[src/rtl/led_count_ctrl_pkg.sv]
// Shared definitions for the LED counter front-end.
//   - step_state_e : step FSM encoding (IDLE / PRESSED / AUTO)
//   - BOARD_*      : timing constants for the 12 MHz board clock
//   - SIM_*        : scaled-down timing constants for simulation
//   - ctr_width()  : width of a counter that must hold 0..n-1
package led_count_ctrl_pkg;

    typedef enum logic [1:0] {
        ST_IDLE    = 2'd0,
        ST_PRESSED = 2'd1,
        ST_AUTO    = 2'd2
    } step_state_e;

    // 12 MHz board clock: 10 ms debounce, 0.5 s hold, 0.1 s repeat.
    localparam int unsigned BOARD_DEBOUNCE_CYCLES = 120000;
    localparam int unsigned BOARD_HOLD_CYCLES     = 6000000;
    localparam int unsigned BOARD_TICK_CYCLES     = 1200000;

    localparam int unsigned SIM_DEBOUNCE_CYCLES = 4;
    localparam int unsigned SIM_HOLD_CYCLES     = 20;
    localparam int unsigned SIM_TICK_CYCLES     = 5;

    // Never returns 0 so degenerate parameter values still give a legal vector.
    function automatic int unsigned ctr_width(input int unsigned n);
        return (n < 2) ? 1 : $clog2(n);
    endfunction

endpackage

[src/rtl/led_count_ctrl_btn_debounce.sv]
// Synchronizer + debouncer for one raw active-low push button.
//   clk, rst       : clock, asynchronous active-high reset
//   btn_n          : raw button, active low, asynchronous to clk
//   level          : debounced level, 1 = pressed
//   press_pulse    : 1-cycle pulse on released->pressed debounced transition
//   release_pulse  : 1-cycle pulse on pressed->released debounced transition
// A stable raw edge produces its pulse 2 + DEBOUNCE_CYCLES cycles later.
module btn_debounce
    import led_count_ctrl_pkg::*;
#(
    parameter int unsigned DEBOUNCE_CYCLES = BOARD_DEBOUNCE_CYCLES
) (
    input  logic clk,
    input  logic rst,
    input  logic btn_n,
    output logic level,
    output logic press_pulse,
    output logic release_pulse
);

    localparam int unsigned   CW       = ctr_width(DEBOUNCE_CYCLES);
    localparam logic [CW-1:0] CNT_LAST = CW'(DEBOUNCE_CYCLES - 1);

    logic          sync1_q, sync2_q;
    logic          pressed_q, pressed_d;
    logic [CW-1:0] cnt_q, cnt_d;
    logic          press_q, press_d;
    logic          rel_q, rel_d;
    logic          sync_pressed;

    assign sync_pressed = ~sync2_q;

    // Count consecutive cycles where the synchronized input disagrees with
    // the debounced level; any agreement restarts the count.
    always_comb begin
        pressed_d = pressed_q;
        cnt_d     = '0;
        press_d   = 1'b0;
        rel_d     = 1'b0;
        if (sync_pressed != pressed_q) begin
            if (cnt_q == CNT_LAST) begin
                pressed_d = sync_pressed;
                press_d   = sync_pressed;
                rel_d     = ~sync_pressed;
            end else begin
                cnt_d = cnt_q + 1'b1;
            end
        end
    end

    always_ff @(posedge clk or posedge rst) begin
        if (rst) begin
            sync1_q   <= 1'b1;
            sync2_q   <= 1'b1;
            pressed_q <= 1'b0;
            cnt_q     <= '0;
            press_q   <= 1'b0;
            rel_q     <= 1'b0;
        end else begin
            sync1_q   <= btn_n;
            sync2_q   <= sync1_q;
            pressed_q <= pressed_d;
            cnt_q     <= cnt_d;
            press_q   <= press_d;
            rel_q     <= rel_d;
        end
    end

    assign level         = pressed_q;
    assign press_pulse   = press_q;
    assign release_pulse = rel_q;

endmodule

[src/rtl/led_count_ctrl.sv]
// LED counter controller driven by two raw active-low buttons.
//   clk, rst    : clock, asynchronous active-high reset
//   btn_step_n  : step button (short press = one step, long press = auto-repeat)
//   btn_dir_n   : direction button, each press toggles dir
//   led         : WIDTH-bit counter value
//   dir         : 0 = count up, 1 = count down
//   auto        : high while auto-repeating
module led_count_ctrl
    import led_count_ctrl_pkg::*;
#(
    parameter int unsigned WIDTH           = 4,
    parameter int unsigned DEBOUNCE_CYCLES = BOARD_DEBOUNCE_CYCLES,
    parameter int unsigned HOLD_CYCLES     = BOARD_HOLD_CYCLES,
    parameter int unsigned TICK_CYCLES     = BOARD_TICK_CYCLES
) (
    input  logic             clk,
    input  logic             rst,
    input  logic             btn_step_n,
    input  logic             btn_dir_n,
    output logic [WIDTH-1:0] led,
    output logic             dir,
    output logic             auto
);

    localparam int unsigned   HW        = ctr_width(HOLD_CYCLES);
    localparam int unsigned   TW        = ctr_width(TICK_CYCLES);
    localparam logic [HW-1:0] HOLD_LAST = HW'(HOLD_CYCLES - 1);
    localparam logic [TW-1:0] TICK_LAST = TW'(TICK_CYCLES - 1);

    logic step_press, step_release, dir_press;
    logic step_level_unused, dir_level_unused, dir_release_unused;

    btn_debounce #(.DEBOUNCE_CYCLES(DEBOUNCE_CYCLES)) u_step_db (
        .clk           (clk),
        .rst           (rst),
        .btn_n         (btn_step_n),
        .level         (step_level_unused),
        .press_pulse   (step_press),
        .release_pulse (step_release)
    );

    btn_debounce #(.DEBOUNCE_CYCLES(DEBOUNCE_CYCLES)) u_dir_db (
        .clk           (clk),
        .rst           (rst),
        .btn_n         (btn_dir_n),
        .level         (dir_level_unused),
        .press_pulse   (dir_press),
        .release_pulse (dir_release_unused)
    );

    step_state_e      state_q, state_d;
    logic [HW-1:0]    hold_q, hold_d;
    logic [TW-1:0]    tick_q, tick_d;
    logic [WIDTH-1:0] led_q, led_d;
    logic             dir_q, dir_d;
    logic             auto_q, auto_d;
    logic             do_step;

    always_comb begin
        state_d = state_q;
        hold_d  = hold_q;
        tick_d  = tick_q;
        do_step = 1'b0;
        unique case (state_q)
            ST_IDLE: begin
                if (step_press) begin
                    state_d = ST_PRESSED;
                    hold_d  = '0;
                end
            end
            ST_PRESSED: begin
                // Saturating hold timer; reaching HOLD_LAST leaves the state.
                if (hold_q != HOLD_LAST) begin
                    hold_d = hold_q + 1'b1;
                end
                if (step_release) begin
                    do_step = 1'b1;
                    state_d = ST_IDLE;
                end else if (hold_q == HOLD_LAST) begin
                    do_step = 1'b1;
                    state_d = ST_AUTO;
                    tick_d  = '0;
                end
            end
            ST_AUTO: begin
                // A wrap that coincides with release still steps.
                if (tick_q == TICK_LAST) begin
                    tick_d  = '0;
                    do_step = 1'b1;
                end else begin
                    tick_d = tick_q + 1'b1;
                end
                if (step_release) begin
                    state_d = ST_IDLE;
                end
            end
            default: state_d = ST_IDLE;
        endcase
    end

    // Step uses the current dir so a coincident toggle affects the next step only.
    always_comb begin
        dir_d = dir_q ^ dir_press;
        led_d = led_q;
        if (do_step) begin
            led_d = dir_q ? (led_q - 1'b1) : (led_q + 1'b1);
        end
        auto_d = (state_d == ST_AUTO);
    end

    always_ff @(posedge clk or posedge rst) begin
        if (rst) begin
            state_q <= ST_IDLE;
            hold_q  <= '0;
            tick_q  <= '0;
            led_q   <= '0;
            dir_q   <= 1'b0;
            auto_q  <= 1'b0;
        end else begin
            state_q <= state_d;
            hold_q  <= hold_d;
            tick_q  <= tick_d;
            led_q   <= led_d;
            dir_q   <= dir_d;
            auto_q  <= auto_d;
        end
    end

    assign led  = led_q;
    assign dir  = dir_q;
    assign auto = auto_q;

endmodule

[config.mk]
export PLATFORM = sky130hd
export DESIGN_NAME = led_count_ctrl
export DESIGN_NICKNAME = d
export VERILOG_FILES = /design/src/rtl/led_count_ctrl_pkg.sv /design/src/rtl/led_count_ctrl_btn_debounce.sv /design/src/rtl/led_count_ctrl.sv
export SDC_FILE = /design/constraint.sdc
export NUM_CORES = 1
export LEC_CHECK = 0
export BUFFER_PORTS_ARGS = -buffer_cell sky130_fd_sc_hd__buf_2
export CORE_ASPECT_RATIO = 1.5
export CORE_MARGIN = 5
export CORE_UTILIZATION = 59
export CTS_BUF_LIST = sky130_fd_sc_hd__clkbuf_4 sky130_fd_sc_hd__clkbuf_8
export CTS_CLUSTER_SIZE = 16
export DETAILED_ROUTE_END_ITERATION = 7
export MAX_ROUTING_LAYER = met4
export PLACE_DENSITY = 0.83
export SLEW_MARGIN = 5
export SYNTH_ARGS = -nofsm -noshare
export SYNTH_HDL_FRONTEND = slang
export SYNTH_HIERARCHICAL = 1
export SYNTH_SLANG_ARGS = --single-unit
[constraint.sdc]
create_clock -name clk -period 2.3 [get_ports clk]
set_input_delay 0.46 -clock clk [delete_from_list [all_inputs] [get_ports clk]]
set_output_delay 0.46 -clock clk [all_outputs]
set_load 0.1 [all_outputs]
* Word-level counts from Yosys, hierarchy flattened
Index checks and enable logic that the tools add are counted.
** Cells by class
- $add $sub $neg :: 6
- Eq/ne operators :: 14
- Bitwise logic cells :: 3
- Mux-type cells :: 27
- Reductions and logical operators :: 7
** Operator list (count)
- $mux W17 :: 4
- $mux W21 :: 3
- $mux W23 :: 2
- $pmux W23 S2 :: 1
- $pmux W21 S2 :: 1
- $add A17 B1 Y17 const B :: 2
- $eq A17 B17 Y1 const B :: 2
- $add A23 B1 Y23 const B :: 1
- $eq A23 B23 Y1 const B :: 1
- $ne A23 B23 Y1 const B :: 1
- $add A21 B1 Y21 const B :: 1
- $eq A21 B21 Y1 const B :: 1
- $mux W1 :: 9
- $mux W2 :: 4
- $ne A2 B2 Y1 const B :: 3
- $pmux W2 S3 :: 1
- $reduce_and A3 Y1 :: 2
- $add A4 B1 Y4 const B :: 1
- $eq A2 B2 Y1 const B :: 2
- $mux W4 :: 1
- $reduce_and A2 Y1 :: 2
- $reduce_bool A2 Y1 :: 2
- $sub A4 B1 Y4 const B :: 1
- $eq A2 B1 Y1 const B :: 1
- 6 further kinds :: 8
** Word-level totals
- Bits of input ports :: 4
- Logic and storage cells :: 74
- Output and inout bits :: 6
- Register bits :: 95

* Logic depth before layout (Yosys ltp)
- Depth in word-level cells :: 5
- Depth in mapped cells :: 8
- Gate-level depth less buffers :: 8

* Modules after synthesis
The synthesis kept the hierarchy.
** By module, submodules not included
- led_count_ctrl :: area an instance 2895.3 µm², cells each 313, instances 1, sequential area each 1301.2 µm²
- btn_debounce :: area an instance 1059.8 µm², cells each 98, instances 2, sequential area each 553.0 µm²

* Worst setup path after synthesis
Ideal clock, no wire load.
- Path type :: register to register
- Start :: register tick_q[18]
- End :: register led_q[2] (netlist: led[2])
- Library setup time :: 0.128 ns
- Clock period less this slack :: 2.347 ns
- Path buffers :: 0
- Arrival :: 2.219 ns
- Required time :: 2.172 ns
- Stages on the path, launching flop included :: 6
- Setup slack :: -0.047 ns
- Cells stage by stage :: dfrtp_1 > or4b_1 > or4b_1 > or3_4 > a21oi_2 > mux2_1
** On the way
- Longest elaborated chain between the ends :: 3
** Ends and longest elaborated chain
- from (decl) :: RTL line led_count_ctrl.sv:53 : logic [TW-1:0] tick_q, tick_d;
- from (signal assigned) :: RTL line led_count_ctrl.sv:122 : tick_q <= tick_d;
- $eq A21 B21 Y1 :: RTL line led_count_ctrl.sv:87 : if (tick_q == TICK_LAST) begin
- $mux W1 :: RTL line led_count_ctrl.sv:87
- $pmux W1 S2 :: RTL line led_count_ctrl.sv:64 : unique case (state_q)
- to (signal assigned) :: RTL line led_count_ctrl.sv:123 : led_q <= led_d;
- to (decl) :: RTL line led_count_ctrl.sv:54 : logic [WIDTH-1:0] led_q, led_d;
Every way passes these cells.
A chain may end at the register's enable or synchronous reset.

* Final worst setup path
Same ends and word-level chain as after synthesis.

==> qor.txt <==
Leak Pwr = 0.00234 µW
CP max FO = 2
slowest stage delay, CP = 0.54 ns
Required @ worst endpoint = 2.56 ns
RSZ-0062 raised after global routing = yes
Clock Sinks = 95
syn_nets = 521
1st-pass router iterations = 4
Die Ht = 123 µm
Clock Pin Slew Worst Setup and Hold Paths = 0.09 ns
Worst path slowest cell = or4b_4
synthesized area = 4980 µm²
PortBufs = 9
vias after detailed routing = 3877
Max Transition Viols Final = 0
Max-cap violations = 0
launching element type of the critical path = flop
Overall Power = 2810 µW
Hold WC Path Type = in2async
Post-DRT Antenna Nets = 0
filler cell count = 668
Top delay family on crit path = simple AND/OR/NAND/NOR gates
Placer Congestion = 0.884
Max Root-Sink Buffers = 2
largest net degree at the start of global routing = 26
worst setup margin = -0.0289 ns
CTS Hold Buffers Added = 0
CTS Buf Count = 9
final wirelength = 10.0 mm
GRT overflow = 0
die footprint = 10400 µm²
Setup Skew = 0.0128 ns
Vias per Instance = 5.96
I/O pin count = 10
syn avg cell area = 9.85 µm²
CTS Root Cell = clkbuf_8
Peak VDD IR = 0.391 mV
placed wire-length estimate = 7.21 mm
most frequent CP cell = or4b_4
share of layout cells above drive strength 1 = 14.9%
hold_ws = 0.131 ns
CTS H-tree lvls = 3
net count reported at finish = 554
Pwr per Cell Area = 508 nW/µm²
setup violators final = 2
CP bufs+invs = 0
post-CTS setup buffers = 0
Worst setup EP type = flop
initial antenna violation count = 0
failing checks = negative setup slack
crit path time final = 2.33 ns
starting density of the core = 60.0%
Row Count = 41
CP Class = reg2reg
P&R area growth vs syn = 10.8%
Max Clock Freq = 0.429 GHz
CTS tree = built
status = finished, violations left
initial DRC count = 202
worst slew pin tran = 0.805 ns
clk_lat worst skew = 0.37 ns
Post-route DRC = 0
wire per inst = 15.4 µm
final hold vios = 0
number of synthesis warnings = 6
global-route wire length before repair = 17.3 mm
All-Layer GR Usage = 21.1%
die width = 85.0 µm
vias in the first global route = 3924
ant diodes = 0
crit share post-route = 101%
max_slew headroom = 46.3%
post-synthesis instance total = 506
CP Cell Sequence = or4b_4 -> or4b_4 -> or3_4 -> a21oi_4 -> mux2_4
core area = 8310 µm²
critical path arrival = 2.59 ns
[flip-flops by register name, summed over array words and instances (netlist names)]
register and cells:
auto 1, dir 1, hold_q 23, led 4, state_q 2, tick_q 21, u_dir_db/cnt_q 17, u_dir_db/level 1
u_dir_db/press_pulse 1, u_dir_db/sync1_q 1, u_dir_db/sync2_q 1, u_step_db/cnt_q 17, u_step_db/level 1, u_step_db/press_pulse 1, u_step_db/release_pulse 1, u_step_db/sync1_q 1
u_step_db/sync2_q 1
[area by class of cell]
class                           count  area (µm²)  area share [%]
Clock inverter                      2        13.8           0.249
Inverter                           17        63.8            1.16
Tap cell                          107         134            2.42
Sequential cell                    95        2380            43.1
Clock buffer                       13         173            3.13
Timing Repair Buffer               36         248            4.49
Multi-Input combinational cell    380        2510            45.4
[metal layers]
layer  global-route usage [%]  share of wire [%]  up-vias
met1                     22.4                 40     1918
li1                         -                  -     1847
met2                     37.9                 54       81
met5                        -                  0        -
met3                     3.83                3.1       31
met4                     9.80                3.3        0
[what timing repair did]
item                                   4_1_cts  5_1_grt
endpoints found under the hold margin        0        0
resized for setup                            2        9
setup endpoints to repair                    2       16
pin swaps                                    0        1
[worst reg2reg max path: stages (launching register included)]
cell and delay (ns):
dfrtp_1 0.38, or4b_4 0.54, or4b_4 0.50, or3_4 0.36
a21oi_4 0.15, mux2_4 0.31
[layout by cell type, fill, tap and decap left out, types with 16 or more instances in the layout]
master    n
nand2_1  29
inv_1    16
xor2_1   19
dfrtp_1  91
nand3_1  25
nor3_1   25
nand4_1  25
o21ai_0  21
buf_4    27
nor2_1   77
xnor2_1  44
[stage by stage]
stage	instances	TNS [ns]	utilization (%)	area (µm²)	worst slack, ns
4_1_cts	650	-0.0428	65.9	5480	-0.0245
3_5_place_dp	635	-0.0291	63.6	5280	-0.0291
5_1_grt	650	-0.181	66.4	5520	-0.0601
2_1_floorplan	506	-0.00468	-	4990	-0.00468
6_report	650	-0.0411	66.4	5520	-0.0289
3_3_place_gp	635	-0.0138	63.6	5280	-0.0138
[power by group]
group | switching, µW | internal (µW) | total, µW
Clock | 554 | 491 | 1050
Sequential | 12.7 | 1680 | 1700
Combinational | 49.7 | 15.7 | 65.4
Total | 617 | 2190 | 2810
[path summary, 6_finish.rpt]
path | startpoint | to | slack, ns | cells after the start
setup / recovery | tick_q[18] | led[2] | -0.03 | 5
hold / removal | rst | tick_q[6] | 0.13 | 2
setup reg to reg | tick_q[18] | led[2] | -0.03 | 5
hold reg to reg | u_step_db/sync1_q | u_step_db/sync2_q | 0.36 | 0
max in group asynchronous | rst | u_step_db/cnt_q[9] | 1.53 | 2
min in group clk | btn_dir_n | u_dir_db/sync1_q | 0.18 | 1
No activity file was read; power rests on OpenSTA's default activity.
